==> src/rtl/kbd_num_entry_pkg.sv <==
// Shared definitions for the keyboard number-entry path: PS/2 set-2 scan
// codes for the keys we act on, the entry FSM states and a digit decoder.
package kbd_pkg;

  localparam logic [7:0] SC_0     = 8'h45;
  localparam logic [7:0] SC_1     = 8'h16;
  localparam logic [7:0] SC_2     = 8'h1E;
  localparam logic [7:0] SC_3     = 8'h26;
  localparam logic [7:0] SC_4     = 8'h25;
  localparam logic [7:0] SC_5     = 8'h2E;
  localparam logic [7:0] SC_6     = 8'h36;
  localparam logic [7:0] SC_7     = 8'h3D;
  localparam logic [7:0] SC_8     = 8'h3E;
  localparam logic [7:0] SC_9     = 8'h46;
  localparam logic [7:0] SC_ENTER = 8'h5A;
  localparam logic [7:0] SC_BKSP  = 8'h66;
  localparam logic [7:0] SC_MINUS = 8'h4E;
  localparam logic [7:0] SC_ESC   = 8'h76;
  localparam logic [7:0] SC_BREAK = 8'hF0;

  typedef enum logic [1:0] {
    IDLE,
    CONVERT,
    PUSH
  } state_e;

  // Returns {valid, digit}; valid is 0 for any non-digit scan code.
  function automatic logic [4:0] sc_to_digit(input logic [7:0] sc);
    logic [4:0] r;
    r = 5'b0;
    case (sc)
      SC_0:    r = {1'b1, 4'd0};
      SC_1:    r = {1'b1, 4'd1};
      SC_2:    r = {1'b1, 4'd2};
      SC_3:    r = {1'b1, 4'd3};
      SC_4:    r = {1'b1, 4'd4};
      SC_5:    r = {1'b1, 4'd5};
      SC_6:    r = {1'b1, 4'd6};
      SC_7:    r = {1'b1, 4'd7};
      SC_8:    r = {1'b1, 4'd8};
      SC_9:    r = {1'b1, 4'd9};
      default: r = 5'b0;
    endcase
    return r;
  endfunction

endpackage

==> src/rtl/kbd_num_entry_sync_fifo.sv <==
// Small synchronous FIFO with occupancy counter; DEPTH must be a power of
// two so the pointers wrap naturally. dout reads as zero while empty.
module sync_fifo #(
  parameter int WIDTH = 16,
  parameter int DEPTH = 4
) (
  input  logic             clk,
  input  logic             rst,
  input  logic             push,
  input  logic [WIDTH-1:0] din,
  input  logic             pop,
  output logic [WIDTH-1:0] dout,
  output logic             empty,
  output logic             full
);

  localparam int PW = $clog2(DEPTH);
  localparam int CW = $clog2(DEPTH + 1);

  logic [WIDTH-1:0] mem_q [DEPTH];
  logic [PW-1:0]    wr_q, rd_q;
  logic [CW-1:0]    cnt_q;
  logic             do_push, do_pop;

  assign empty   = (cnt_q == '0);
  assign full    = (cnt_q == CW'(DEPTH));
  assign do_pop  = pop && !empty;
  assign do_push = push && (!full || do_pop);
  assign dout    = empty ? '0 : mem_q[rd_q];

  // Storage array; no reset needed since dout is masked while empty.
  always_ff @(posedge clk) begin
    if (do_push) mem_q[wr_q] <= din;
  end

  // Pointers and occupancy.
  always_ff @(posedge clk) begin
    if (rst) begin
      wr_q  <= '0;
      rd_q  <= '0;
      cnt_q <= '0;
    end else begin
      if (do_push) wr_q <= wr_q + PW'(1);
      if (do_pop)  rd_q <= rd_q + PW'(1);
      cnt_q <= cnt_q + CW'(do_push) - CW'(do_pop);
    end
  end

endmodule

==> src/rtl/kbd_num_entry.sv <==
// Keyboard decimal number entry: edits a BCD entry on key release, converts
// it to binary on Enter (one digit per cycle) and queues results for the CPU.
//
//   state   | meaning
//   IDLE    | accepting edit keys and Enter
//   CONVERT | folding one BCD digit per cycle into the accumulator, MSD first
//   PUSH    | saturate/negate, write FIFO, clear the entry
module kbd_num_entry #(
  parameter int DATA_WIDTH = 16,
  parameter int MAX_DIGITS = 5,
  parameter int FIFO_DEPTH = 4,
  parameter int SIGNED     = 1
) (
  input  logic                                clk,
  input  logic                                rst,
  input  logic [15:0]                         code,
  input  logic                                status,
  output logic                                control,
  output logic [DATA_WIDTH-1:0]               num,
  output logic                                full,
  output logic [4*MAX_DIGITS-1:0]             entry_bcd,
  output logic [$clog2(MAX_DIGITS+1)-1:0]     entry_cnt,
  output logic                                entry_neg,
  output logic                                err
);

  import kbd_pkg::*;

  localparam int CW = $clog2(MAX_DIGITS + 1);
  localparam int AW = DATA_WIDTH + 4;
  localparam logic [CW-1:0] MAX_CNT = CW'(MAX_DIGITS);
  localparam logic [AW-1:0] LIM_U = {4'b0, {DATA_WIDTH{1'b1}}};
  localparam logic [AW-1:0] LIM_P = {5'b0, {(DATA_WIDTH-1){1'b1}}};
  localparam logic [AW-1:0] LIM_N = {4'b0, 1'b1, {(DATA_WIDTH-1){1'b0}}};

  state_e                  state_q, state_d;
  logic [15:0]             code_q;
  logic                    status_q;
  logic [4*MAX_DIGITS-1:0] bcd_q, bcd_d;
  logic [CW-1:0]           cnt_q, cnt_d, idx_q, idx_d;
  logic                    neg_q, neg_d;
  logic [AW-1:0]           acc_q, acc_d, acc_next, limit;
  logic                    ovf_q, ovf_d;
  logic                    err_q, err_d;
  logic                    key_evt;
  logic [4:0]              dig;
  logic [3:0]              cur_dig;
  logic [DATA_WIDTH-1:0]   mag, fifo_din, fifo_dout;
  logic                    fifo_push, fifo_pop, fifo_empty, fifo_full;

  assign key_evt  = (code != code_q) && (code[15:8] == SC_BREAK);
  assign dig      = sc_to_digit(code[7:0]);
  assign cur_dig  = bcd_q[{idx_q, 2'b00} +: 4];
  assign acc_next = (acc_q << 3) + (acc_q << 1) + AW'(cur_dig);
  assign limit    = (SIGNED != 0) ? (neg_q ? LIM_N : LIM_P) : LIM_U;
  assign mag      = ovf_q ? limit[DATA_WIDTH-1:0] : acc_q[DATA_WIDTH-1:0];
  assign fifo_pop = status_q && !status && !fifo_empty;

  // Next-state logic for the entry editor, converter and error pulse.
  always_comb begin
    state_d   = state_q;
    bcd_d     = bcd_q;
    cnt_d     = cnt_q;
    neg_d     = neg_q;
    idx_d     = idx_q;
    acc_d     = acc_q;
    ovf_d     = ovf_q;
    err_d     = 1'b0;
    fifo_push = 1'b0;
    fifo_din  = '0;
    case (state_q)
      IDLE: begin
        if (key_evt) begin
          if (dig[4]) begin
            if (cnt_q < MAX_CNT) begin
              bcd_d = {bcd_q[4*MAX_DIGITS-5:0], dig[3:0]};
              cnt_d = cnt_q + CW'(1);
            end else begin
              err_d = 1'b1;
            end
          end else begin
            case (code[7:0])
              SC_BKSP: begin
                if (cnt_q != '0) begin
                  bcd_d = {4'h0, bcd_q[4*MAX_DIGITS-1:4]};
                  cnt_d = cnt_q - CW'(1);
                end
              end
              SC_MINUS: if (SIGNED != 0) neg_d = !neg_q;
              SC_ESC: begin
                bcd_d = '0;
                cnt_d = '0;
                neg_d = 1'b0;
              end
              SC_ENTER: begin
                if (cnt_q != '0) begin
                  if (fifo_full) begin
                    err_d = 1'b1;
                  end else begin
                    state_d = CONVERT;
                    acc_d   = '0;
                    ovf_d   = 1'b0;
                    idx_d   = cnt_q - CW'(1);
                  end
                end
              end
              default: ;
            endcase
          end
        end
      end
      CONVERT: begin
        err_d = key_evt;
        acc_d = acc_next;
        if (acc_next > limit) ovf_d = 1'b1;
        if (idx_q == '0) state_d = PUSH;
        else             idx_d   = idx_q - CW'(1);
      end
      PUSH: begin
        err_d     = key_evt || ovf_q;
        fifo_push = 1'b1;
        fifo_din  = neg_q ? -mag : mag;
        bcd_d     = '0;
        cnt_d     = '0;
        neg_d     = 1'b0;
        state_d   = IDLE;
      end
      default: state_d = IDLE;
    endcase
  end

  // State and datapath registers.
  always_ff @(posedge clk) begin
    if (rst) begin
      state_q  <= IDLE;
      code_q   <= '0;
      status_q <= 1'b0;
      bcd_q    <= '0;
      cnt_q    <= '0;
      neg_q    <= 1'b0;
      idx_q    <= '0;
      acc_q    <= '0;
      ovf_q    <= 1'b0;
      err_q    <= 1'b0;
    end else begin
      state_q  <= state_d;
      code_q   <= code;
      status_q <= status;
      bcd_q    <= bcd_d;
      cnt_q    <= cnt_d;
      neg_q    <= neg_d;
      idx_q    <= idx_d;
      acc_q    <= acc_d;
      ovf_q    <= ovf_d;
      err_q    <= err_d;
    end
  end

  sync_fifo #(
    .WIDTH (DATA_WIDTH),
    .DEPTH (FIFO_DEPTH)
  ) u_fifo (
    .clk   (clk),
    .rst   (rst),
    .push  (fifo_push),
    .din   (fifo_din),
    .pop   (fifo_pop),
    .dout  (fifo_dout),
    .empty (fifo_empty),
    .full  (fifo_full)
  );

  assign control   = !fifo_empty;
  assign num       = fifo_dout;
  assign full      = fifo_full;
  assign entry_bcd = bcd_q;
  assign entry_cnt = cnt_q;
  assign entry_neg = neg_q;
  assign err       = err_q;

endmodule
==> config.mk <==
export PLATFORM = sky130hd
export DESIGN_NAME = kbd_num_entry
export DESIGN_NICKNAME = d
export VERILOG_FILES = /design/src/rtl/kbd_num_entry_pkg.sv /design/src/rtl/kbd_num_entry_sync_fifo.sv /design/src/rtl/kbd_num_entry.sv
export SDC_FILE = /design/constraint.sdc
export NUM_CORES = 1
export LEC_CHECK = 0
export ABC_AREA = 1
export ABC_CLOCK_PERIOD_IN_PS = 8750
export BUFFER_PORTS_ARGS = -buffer_cell sky130_fd_sc_hd__buf_4
export CAP_MARGIN = 5
export CORE_MARGIN = 10
export CORE_UTILIZATION = 55
export DETAILED_ROUTE_END_ITERATION = 8
export PLACE_DENSITY = 0.85
export SLEW_MARGIN = 25
export SYNTH_ARGS = -nofsm -noshare
export SYNTH_HDL_FRONTEND = slang
export SYNTH_SLANG_ARGS = --single-unit
==> constraint.sdc <==
create_clock -name clk -period 8.75 [get_ports clk]
set_clock_uncertainty 0.2 [all_clocks]
set_input_delay 0 -clock clk [delete_from_list [all_inputs] [get_ports clk]]
set_output_delay 0 -clock clk [all_outputs]
set_load 0.05 [all_outputs]
-- Yosys cells after proc, flatten, opt, wreduce, memory -nomap -nowiden
Memories as Yosys holds them, arrays and structs flattened. A register that Yosys moved wholly into a read port is not among the register bits.
Cells that the tools add are included.
- memories: 1
- word-level logic and storage cells: 142
- output and inout bits: 43
- flip-flop bits (word level): 74
- RAM bits: 64
- $lt $le $gt $ge: 2
- shifts and indexed selects: 1
- multiplexer cells: 61
- reductions and logical operators: 23
- equal/unequal tests: 31
- add/subtract/negate cells: 10
- memory list (name ; words ; bits a word ; read ports ; clocked after Yosys merged registers in ; write ports ; RTL line ; source):
    u_fifo.mem_q ; 4 ; 16 ; 1 ; 1 ; 1 ; kbd_num_entry_sync_fifo.sv:20 ; logic [WIDTH-1:0] mem_q [DEPTH];
- operator list (operator ; number):
    19-bit 2-to-1 mux ; 5
    16-bit 2-to-1 mux ; 5
    20-bit 2-to-1 mux ; 4
    20-bit case mux with 2 select lines ; 2
    5-bit case mux with 10 select lines ; 1
    8-bit by 6-bit == test with 1-bit output, second input constant ; 6
    8-bit by 7-bit == test with 1-bit output, second input constant ; 6
    19-bit case mux with 2 select lines ; 1
    3-bit 2-to-1 mux ; 10
    20-bit adder ; 1
    20-bit by 4-bit adder with 20-bit output ; 1
    20-bit by 16-bit > comparator with 1-bit output ; 1
    20-bit by 6-bit indexed part select with 4-bit output ; 1
    3-bit case mux with 2 select lines ; 3
    1-bit 2-to-1 mux ; 17
    8-bit by 5-bit == test with 1-bit output, second input constant ; 2
    2-bit 2-to-1 mux ; 8
    16-bit != test ; 1
    16-bit negation ; 1
    2-bit != test, second input constant ; 7
    7-bit AND reduction ; 2
    6-bit AND reduction ; 2
    8-bit == test, second input constant ; 1
    3-bit logical NOT ; 2
    25 further kinds ; 38

-- Logic depth before layout (Yosys ltp)
- word-level depth: 8
- mapped depth: 29

-- Hierarchy
From an unflattened synthesis, not the netlist that was laid out.
- cell total of the unflattened synthesis: 1206
- area, all modules: 8873.5 um^2
- modules (own cells, without submodules) (module ; times used ; cells an instance ; area an instance (um^2)):
    kbd_num_entry ; 1 ; 945 ; 5813.1
    sync_fifo ; 1 ; 261 ; 3060.4

-- Worst setup path after synthesis
OpenSTA, ideal clock, no wires.
- kind: flip-flop to flip-flop
- start point: register bcd_q[11], in the netlist entry_bcd[11]
- end point: register ovf_q
- setup time: 0.128 ns
- slack: 4.547 ns
- cell stages (with the launch flop): 27
- data arrival time: 3.875 ns
- data required time: 8.422 ns
- period minus slack after synthesis: 4.203 ns
- cells stage by stage: dfxtp_1 > inv_1 > o21ai_0 > nand3_1 > o21ai_0 > inv_1 > fa_1 > inv_1 > fa_1 > nand2_1 > nand2_1 > nand3b_1 > a21oi_1 > a21o_1 > or2_2 > and2_1 > ha_1 > nand2_1 > nor2_1 > a211oi_1 > nand2_1 > nand2_1 > nand2_1 > nor2_1 > nand2_1 > nand2_1 > a21oi_1
- cells in the longest elaborated chain, start to end: 5
- ends and longest elaborated chain (what ; RTL line ; source):
    start, declared ; kbd_num_entry.sv:39 ; logic [4*MAX_DIGITS-1:0] bcd_q, bcd_d;
    start signal, assigned ; kbd_num_entry.sv:138 ; bcd_q <= '0;
    start signal, assigned ; kbd_num_entry.sv:149 ; bcd_q <= bcd_d;
    20-bit by 6-bit indexed part select with 4-bit output ; kbd_num_entry.sv:53 ; assign cur_dig = bcd_q[{idx_q, 2'b00} +: 4];
    20-bit by 4-bit adder with 20-bit output ; kbd_num_entry.sv:54 ; assign acc_next = (acc_q << 3) + (acc_q << 1) + AW'(cur_dig);
    20-bit by 16-bit > comparator with 1-bit output ; kbd_num_entry.sv:115 ; if (acc_next > limit) ovf_d = 1'b1;
    2-bit != test (no line) ; - ;
    7-bit AND reduction (no line) ; - ;
    end signal, assigned ; kbd_num_entry.sv:154 ; ovf_q <= ovf_d;
    end, declared ; kbd_num_entry.sv:43 ; logic ovf_q, ovf_d;
No other way between the ends.
A chain may end at the register's enable or synchronous reset.

-- Worst setup path after layout
- start point: register idx_q[0]
- end point: register ovf_q
- cells in the longest elaborated chain, start to end: 5
- ends and longest elaborated chain (what ; RTL line ; source):
    start, declared ; kbd_num_entry.sv:40 ; logic [CW-1:0] cnt_q, cnt_d, idx_q, idx_d;
    start signal, assigned ; kbd_num_entry.sv:152 ; idx_q <= idx_d;
    20-bit by 6-bit indexed part select with 4-bit output ; kbd_num_entry.sv:53 ;
    20-bit by 4-bit adder with 20-bit output ; kbd_num_entry.sv:54 ;
    20-bit by 16-bit > comparator with 1-bit output ; kbd_num_entry.sv:115 ;
    2-bit != test (no line) ; - ;
    7-bit AND reduction (no line) ; - ;
No other way between the ends.

==> flow_metrics.tcl <==
set metrics [dict create \
    synth_mux_area_frac 0 \
    drt_iter0_drc 703 \
    insertion_delay_ps 430 \
    cts-root-buf "clkbuf_16" \
    crit_family "simple AND/OR/NAND/NOR gates" \
    num_vias 8001 \
    maxCapViolations 0 \
    finalSetupViolCount 0 \
    yosys_most_used_dff "dfxtp_1" \
    synth_edf_count 64 \
    core_area_sq_um 15200 \
    synthArstFlopShare 0 \
    cp-end-kind "register" \
    final.fill_count 1237 \
    clock_path_buffers 2 \
    die_area_sq_um 20800 \
    clkTransAtPathRegs_ps 60 \
    ys_seq_area_frac 0.405 \
    viasPerCell 5.55 \
    start_kind "register" \
    critPathSlowestCell "dfxtp_1" \
    yosysWarningCount 0 \
    syn_inst 1158 \
    wl_met3_mm 1.42 \
    io_pins 62 \
    synth_cell_types 42 \
    finalCritPeriodShare 0.510 \
    netlist_area_sq_um 8510 \
    postRouteAntennaNets 0 \
    place.gp.congestion 0.942 \
    synthSimpleGateAreaFrac 0.267 \
    grt_pass1_vias 7514 \
    area_delta_synth_final_pct 17.3 \
    synth_compound_area_frac 0.122 \
    fin_crit_ps 4460 \
    holdWs_ps 272 \
    track_usage 0.216 \
    hp-class "register to register" \
    wl_met1_mm 9.40 \
    drc 0 \
    worst_slew_pin_slew_ps 982 \
    htree_levels 4 \
    synth_top_family_by_area "simple AND/OR/NAND/NOR gates" \
    synthAdderAreaFrac 0.0982 \
    syn-num-nets 1242 \
    critical_path_required_ps 8840 \
    slew_viol_final 0 \
    post-place-ws_ps 4340 \
    cellPowerDensity_nw_per_um2 143 \
    p_total_mw 1.43 \
    die_w_um 144 \
    cpMostUsedCell "nand2_1" \
    rsz0062_at_grt "false" \
    hold_violations 0 \
    cts_tree "done" \
    clkSinkCount 140 \
    wl_mm 22.3 \
    status "complete, no violations" \
    worst_ir_drop_vdd_uv 132 \
    antenna_found_initial 0 \
    hpwlAfterDp_mm 14.3 \
    synth_seq_cells 140 \
    grt_max_degree 48 \
    wl_per_cell_um 15.4 \
    initial_core_util 0.560 \
    top_layer "met4" \
    nNetsFinal 1324 \
    slew_headroom 0.344 \
    path_buf_inv 2 \
    drive_above_1_share 0.0902 \
    synth_xor_area_frac 0.0309 \
    drtPass1Iterations 5 \
    setup_ws_ps 4290 \
    die_h_um 144 \
    fin_tns_setup_ps 0 \
    grt_pass1_wl_mm 36.3 \
    worstSetupPathType "register to register" \
    p_leak_nw 4.68 \
    placed_cells 1374 \
    rows 45 \
    syn_avg_cell_area_sq_um 7.35 \
    met2_wirelength_mm 10.7 \
    io_buffers 61 \
    cp.arrival_ps 4550 \
    cpPeakStageDelay_ps 620 \
    path_max_fanout 18 \
    clock.fmax_mhz 224 \
    fin_cells 1442 \
    numCtsBuffers 17 \
    grt_overflow 0 \
]
==> per-layer routing <==
layer,vias to the layer above,GRT usage
met3,67,0.0374
met1,3649,0.263
met5,-,0
met4,0,0.0963
li1,3943,-
met2,342,0.364
==> stage by stage <==
stage | utilization | cell area (sq um)
2_1_floorplan | - | 8510
4_1_cts | 0.657 | 9980
5_1_grt | 0.657 | 9980
3_3_place_gp | 0.597 | 9070
6_report | 0.657 | 9980
3_5_place_dp | 0.597 | 9070
==> path summary, 6_finish.rpt <==
path,start,end,slack (ps),cells past startpoint
setup / recovery,idx_q[0],ovf_q,4290,26
hold / removal,acc_q[17],acc_q[17],270,2
setup reg to reg,idx_q[0],ovf_q,4290,26
hold reg to reg,acc_q[17],acc_q[17],270,2
==> what timing repair did <==
action | CTS | global route
resized for setup | 0 | 0
endpoints found under the hold margin | 51 | 0
hold buffers | 35 | 0
setup endpoints to repair | 0 | 0
buffers inserted | 0 | 0
==> sequential cells by signal, indices dropped and copies added (netlist names), named ones only <==
signal	count
code_q	16
acc_q	19
status_q	1
idx_q	3
u_fifo.mem_q	64
entry_cnt	3
state_q	2
err	1
u_fifo.cnt_q	3
u_fifo.wr_q	2
ovf_q	1
u_fifo.rd_q	2
entry_neg	1
entry_bcd	20
==> logic make-up (layout without fill, tap and decap cells) <==
group,after synthesis,after routing
AOI/OAI and AO/OA,200,200
adders and majority gates,65,65
and+or+nand+nor,556,556
buffers and inverters,167,262
DFF,140,140
xor gates and xnor gates,30,30
other,0,1
==> power by group <==
group	switching (mW)	leakage (nW)	total, mW	internal [mW]
Clock	0.273	0.267	0.687	0.415
Sequential	0.00217	1.26	0.685	0.682
Combinational	0.0313	3.15	0.0564	0.0251
Total	0.306	4.68	1.43	1.12
==> tightest hold or removal path: stages (launching register included) <==
cell	delay (ps)
dfxtp_1	310
nand2_1	60
a21oi_1	50
==> Yosys cell counts, types with 4 or more instances <==
library cell,count,area share
clkbuf_1,22,0.0097
xnor2_1,6,0.0062
a31oi_1,8,0.0059
inv_2,6,0.0026
a21oi_1,96,0.056
nor2_2,4,0.0029
nor2_1,200,0.088
nand3_1,42,0.025
dfxtp_1,76,0.18
ha_1,62,0.091
nand2_1,274,0.12
o21ai_1,6,0.0035
nand4_1,11,0.0081
buf_2,8,0.0047
o21ai_0,80,0.047
nor3_1,9,0.0053
edfxtp_1,64,0.23
buf_1,4,0.0018
inv_1,122,0.054
xor2_1,24,0.025
==> final cells by class <==
type                       instances  area (sq um)  area share
clock buffer                      19           433      0.0434
timing repair buffer             101           846      0.0847
sequential                       140          3440       0.345
tap                              188           235      0.0236
clock inverter                    13           126      0.0127
multi-input combinational        851          4410       0.442
inverter                         129           484      0.0485
antenna                            1          2.50    0.000251
==> layout by cell type, fill, tap and decap left out, types with 2 or more instances in the layout <==
cell type,n
edfxtp_1,64
dfxtp_1,76
dlygate4sd3_1,35
xnor2_1,6
bufinv_16,2
nor2_1,197
clkbuf_1,2
o21ai_1,6
a31oi_1,8
nand2_1,274
or2_2,2
a21o_1,2
xor2_1,24
nor2_2,7
nand3_1,42
nand2_2,2
inv_1,122
clkbuf_16,17
inv_2,6
fa_1,3
nand3b_1,3
nand4_1,11
clkinvlp_4,2
o21ai_0,80
nor4_1,2
clkinv_2,2
clkinv_1,5
ha_1,62
nor3_1,9
a211oi_1,2
buf_4,66
a21oi_1,96
clkinv_4,3
a311oi_1,2
Note: power is estimated with default switching activity, not from simulation.
